$ cat src/rtl/fib_fsm.sv
// -----------------------------------------------------------------------------
// fib_fsm
//
// Hard-wired control sequencer that steers a 16-bit register-file/ALU datapath
// through the Fibonacci sequence, leaving r0..r15 = 0,1,1,2,3,...,610.
// The block holds no datapath of its own. It only emits one control word per
// clock, as a pure (Moore) decode of the current state.
//
// Ports
//   clk      in   1   system clock, state advances on the rising edge
//   reset    in   1   asynchronous, active-low; low forces state S0 at once
//   alu_op   out  8   ALU opcode (00 NOP, 01 ADD, 82 MOVI; bit 7 = B from imm)
//   muxes    out  8   [7:4] register index for ALU A, [3:0] index for ALU B
//   regs_en  out  16  one-hot register write enables (bit k writes rk)
//   imm      out  16  immediate presented to the datapath
// -----------------------------------------------------------------------------
module fib_fsm (
  input  logic        clk,
  input  logic        reset,
  output logic [7:0]  alu_op,
  output logic [7:0]  muxes,
  output logic [15:0] regs_en,
  output logic [15:0] imm
);

  localparam logic [7:0] ALU_NOP  = 8'h00;
  localparam logic [7:0] ALU_ADD  = 8'h01;
  localparam logic [7:0] ALU_MOVI = 8'h82;

  // S0..S15 are numbered so that the low nibble is the destination register
  // index; DONE sits alone in the upper half of the 5-bit space, as do all
  // unused encodings.
  typedef enum logic [4:0] {
    S0   = 5'd0,
    S1   = 5'd1,
    S2   = 5'd2,
    S3   = 5'd3,
    S4   = 5'd4,
    S5   = 5'd5,
    S6   = 5'd6,
    S7   = 5'd7,
    S8   = 5'd8,
    S9   = 5'd9,
    S10  = 5'd10,
    S11  = 5'd11,
    S12  = 5'd12,
    S13  = 5'd13,
    S14  = 5'd14,
    S15  = 5'd15,
    DONE = 5'd16
  } state_t;

  state_t      state_q;
  state_t      state_d;
  logic [4:0]  state_bits;
  logic        in_seq;
  logic [3:0]  step;
  logic [3:0]  step_m1;
  logic [3:0]  step_m2;

  // State register: reset acts immediately, so outputs follow reset without
  // waiting for a clock edge.
  always_ff @(posedge clk or negedge reset) begin
    if (!reset) begin
      state_q <= S0;
    end else begin
      state_q <= state_d;
    end
  end

  assign state_bits = state_q;
  assign in_seq     = ~state_bits[4];
  assign step       = state_bits[3:0];
  assign step_m1    = step - 4'd1;
  assign step_m2    = step - 4'd2;

  // Next state: walk S0..S15 in order, then park in DONE. DONE and every
  // unused encoding fall through to DONE.
  always_comb begin
    state_d = DONE;
    if (in_seq && (state_q != S15)) begin
      state_d = state_t'(state_bits + 5'd1);
    end
  end

  // Output decode. S0/S1 seed r0/r1 with immediates; every later state adds
  // the two preceding registers into the register named by the state index.
  always_comb begin
    alu_op  = ALU_NOP;
    muxes   = 8'h00;
    regs_en = 16'h0000;
    imm     = 16'h0000;
    if (in_seq) begin
      regs_en = 16'h0001 << step;
      case (step)
        4'd0: begin
          alu_op = ALU_MOVI;
          imm    = 16'h0000;
        end
        4'd1: begin
          alu_op = ALU_MOVI;
          imm    = 16'h0001;
        end
        default: begin
          alu_op = ALU_ADD;
          muxes  = {step_m2, step_m1};
        end
      endcase
    end
  end

endmodule

$ cat config.mk
export PLATFORM = sky130hd
export DESIGN_NAME = fib_fsm
export DESIGN_NICKNAME = d
export VERILOG_FILES = /design/src/rtl/fib_fsm.sv
export SDC_FILE = /design/constraint.sdc
export NUM_CORES = 1
export LEC_CHECK = 0
export ABC_CLOCK_PERIOD_IN_PS = 3300
export BUFFER_PORTS_ARGS = -buffer_cell sky130_fd_sc_hd__buf_4
export CORE_MARGIN = 10
export CORE_UTILIZATION = 41
export CTS_BUF_LIST = sky130_fd_sc_hd__clkbuf_2 sky130_fd_sc_hd__clkbuf_4 sky130_fd_sc_hd__clkbuf_8
export DETAILED_ROUTE_END_ITERATION = 10
export PLACE_DENSITY = 0.79
export RECOVER_POWER = 25
export SYNTH_ARGS = -nofsm -noshare
export SYNTH_HDL_FRONTEND = slang
export SYNTH_SLANG_ARGS = --single-unit
$ cat constraint.sdc
create_clock -name clk -period 3.3 [get_ports clk]
set_input_delay 0.33 -clock clk [delete_from_list [all_inputs] [get_ports clk]]
set_output_delay 0.33 -clock clk [all_outputs]
set_load 0.05 [all_outputs]
==> results.tsv <==
stage	metric	value	unit
cells_and_area	Filler Cell Count	172	
clocking	htree depth	1	
critical_path	WS Path Type	flop to output pin	
hold_path	worst hold path class	primary input to asynchronous set/reset pin	
die	I/O pin count	50	
grt	grt ovf	0	
grt	vias in the first global route	613	
logic_synthesis	Post-Synth XOR/XNOR Area	4.73	%
timing	period utilization	68.5	%
logic_synthesis	area leader, netlist	buf_4	
timing	Final Skew	6.87	ps
clocking	clk_lat worst skew	250	ps
clocking	CTS tree	built	
die	Die Wd	62.5	um
timing	Period minus WS final	2260	ps
pwr	P per Cell Area	209	nW/um2
cells_and_area	Layout Nets	131	
cells_and_area	max FFs per register	5	
outcome	status	complete, no violations	
clocking	cts repair resizes	0	
logic_synthesis	share of the synthesized area in the top cell type	21.3	%
routing	drt initial violations	11	
pwr	P_int	106	uW
place	RD Place Congestion	0.720	
routing	Routed WL	1800	um
cells_and_area	area grow syn2layout	20.4	%
cells_and_area	commonest non-fill, non-tap cell in the layout	buf_4	
cells_and_area	Seq. cell area	125	um2
timing	RSZ-0062 raised after global routing	false	
place	Port Buffers	29	
logic_synthesis	adder-cell share of the synthesized area	16.9	%
timing	Rel. slew slack	59.4	%
clocking	post-CTS setup buffer count	0	
clocking	CTS buffer count	3	
timing	fin. max-slew vios	0	
die	overall die height	62.5	um
logic_synthesis	Synth area leaders	buf_4, dfrtp_1, ha_1	
pwr	P_leak	0.000498	uW
pwr	Flop pwr share	33.0	%
cells_and_area	Layout Cells excl Fill	143	
logic_synthesis	FF+latch count, synth	5	
pwr	Max VDD drop	0.182	mV
logic_synthesis	largest family of logic cells by synthesized area	buffers and inverters	
place	Placed Cells	138	
cells_and_area	area of the multi-input gates	465	um2
cells_and_area	commonest non-fill, non-tap cells in the layout	buf_4, conb_1, nor2_1	
critical_path	Startpoint Class	flop	
place	post-DP HPWL	1510	um
pwr	Switch Pwr	79.6	uW
pwr	Clock Power Share	38.7	%
timing	f_max	0.442	GHz
logic_synthesis	Synth Area in Compound Gates	3.89	%
routing	DR WL/cell	12.6	um
pwr	switch share	42.8	%
critical_path	CP cell instances	inv_1, ha_1, a21boi_0, xnor2_1, nor2_1, buf_4	
clocking	number of clock sinks	5	
routing	post-DR vias/cell	4.09	
cells_and_area	Ant. Diodes	0	
routing	DR pass1 iterations	3	
logic_synthesis	mux share of post-synthesis cell area	0	%
logic_synthesis	synthesized area per cell	8.23	um2
critical_path	CP Capture Type	output pin	
timing	final hold vios	0	
clocking	clock slew at reported path FFs	50	ps
routing	ANT nets after route	0	
grt	first-pass GRT wire length	2860	um
die	row cnt	15	
cells_and_area	proportion of layout cells with a drive suffix above 1	29.7	%
logic_synthesis	Ys Warns	0	
logic_synthesis	Yosys cell types	22	
grt	largest net degree at the start of global routing	19	
die	CORE AREA	1730	um2
grt	initial antenna violation count	0	
critical_path	Critical Path RT	2970	ps
logic_synthesis	synthesized cell area	741	um2
grt	Total GRT Usage	8.62	%
pwr	combinational group share of total power	28.3	%
logic_synthesis	simple-gate share of the synthesized area	27.2	%
timing	measured slew at the worst slew-check pin	609	ps
clocking	Root Driver	clkbuf_4	
logic_synthesis	sequential share of the synthesized area	16.9	%
critical_path	Slowest-stage cell, CP	dfrtp_1	
timing	setup violators final	0	
critical_path	worst-path maximum fanout	12	
routing	vias	585	
die	die area	3910	um2
job	number of max-cap violations	0	
logic_synthesis	synthesized netlist cell count	90	
die	initial core utilization	42.9	%
clocking	maximum buffer depth of the clock tree	2	
critical_path	Slowest Stage Delay on Critical Path	610	ps
critical_path	Worst EP arrival	1930	ps
timing	TNS Setup	0	ps
routing	# DRC	0	
power groups by stage:
stage          Clock (uW)  Combinational, uW  Sequential (uW)
2_1_floorplan           0               67.8             62.4
3_3_place_gp            0               51.0             62.4
3_5_place_dp            0               51.1             62.4
4_1_cts              74.8               52.0             61.4
5_1_grt              78.9               54.4             61.3
6_report             72.0               52.6             61.4
per-layer routing:
metal | up-vias | track usage (%) | part of all wire [%]
li1 | 301 | - | -
met5 | - | 0 | 0
met1 | 250 | 9.46 | 46
met2 | 32 | 14.1 | 45
met4 | 0 | 5.03 | 0.89
met3 | 2 | 2.87 | 8.3
worst max-delay path, delay by kind of cell (launching register included):
family,cells,cell delay (ps)
flops,1,610
buf+inv,2,410
fa+ha+maj,1,260
compound gates,1,150
xor+xnor,1,150
simple gates,1,110
metrics by stage:
step | hold slack (ps) | util [%] | cell area [um2] | total power [uW] | setup WS [ps]
after floorplan | 34.4 | - | 812 | 130 | 608
after global placement | 132 | 49.7 | 858 | 113 | 1350
after detailed placement | 135 | 49.7 | 858 | 114 | 1300
after CTS | 413 | 51.9 | 896 | 188 | 1030
after global routing | 491 | 51.7 | 892 | 195 | 878
final | 458 | 51.7 | 892 | 186 | 1040
cells by family (layout without fill, tap and decap cells):
group           Yosys count  in the layout
fa+ha+maj                10             10
flops                     5              5
xor+xnor                  4              4
buf+inv                  30             39
other cells               1             20
simple gates             38             38
compound gates            2              2
Yosys cell counts:
library cell	instances
buf_4	21
nor2_1	14
ha_1	10
dfrtp_1	5
nand2_1	5
buf_6	4
inv_1	4
nor3b_1	4
and2_1	3
and3_1	3
nor3_1	3
xnor2_1	3
nor4b_1	2
a21boi_0	1
and4_1	1
and4_2	1
conb_1	1
inv_2	1
nand3_1	1
nor2b_1	1
o31ai_4	1
xor2_1	1
area by class of cell:
class,instances,area share [%]
clock buffer,3,2.52
inverter,5,2.10
timing repair buffer,30,25.1
clock inverter,1,0.561
tap,25,3.51
multi-input combinational,74,52.2
sequential,5,14.0
what timing repair did:
item / in CTS / in global routing
endpoints found under the setup margin: 0 / 0
endpoints found under the hold margin: 5 / 0
hold buffers: 1 / 0
final timing paths:
path                          startpoint  slack [ps]  depth (start not counted)            end
max                        state_bits[2]        1040                          6       muxes[3]
min                                reset         460                          2  state_bits[1]
min reg2reg                state_bits[0]         580                          1  state_bits[0]
max reg2reg                state_bits[2]        1990                          3  state_bits[2]
min in group clk           state_bits[0]         580                          1  state_bits[0]
max in group asynchronous          reset        2630                          2  state_bits[0]
Note: power is estimated with default switching activity, not from simulation.
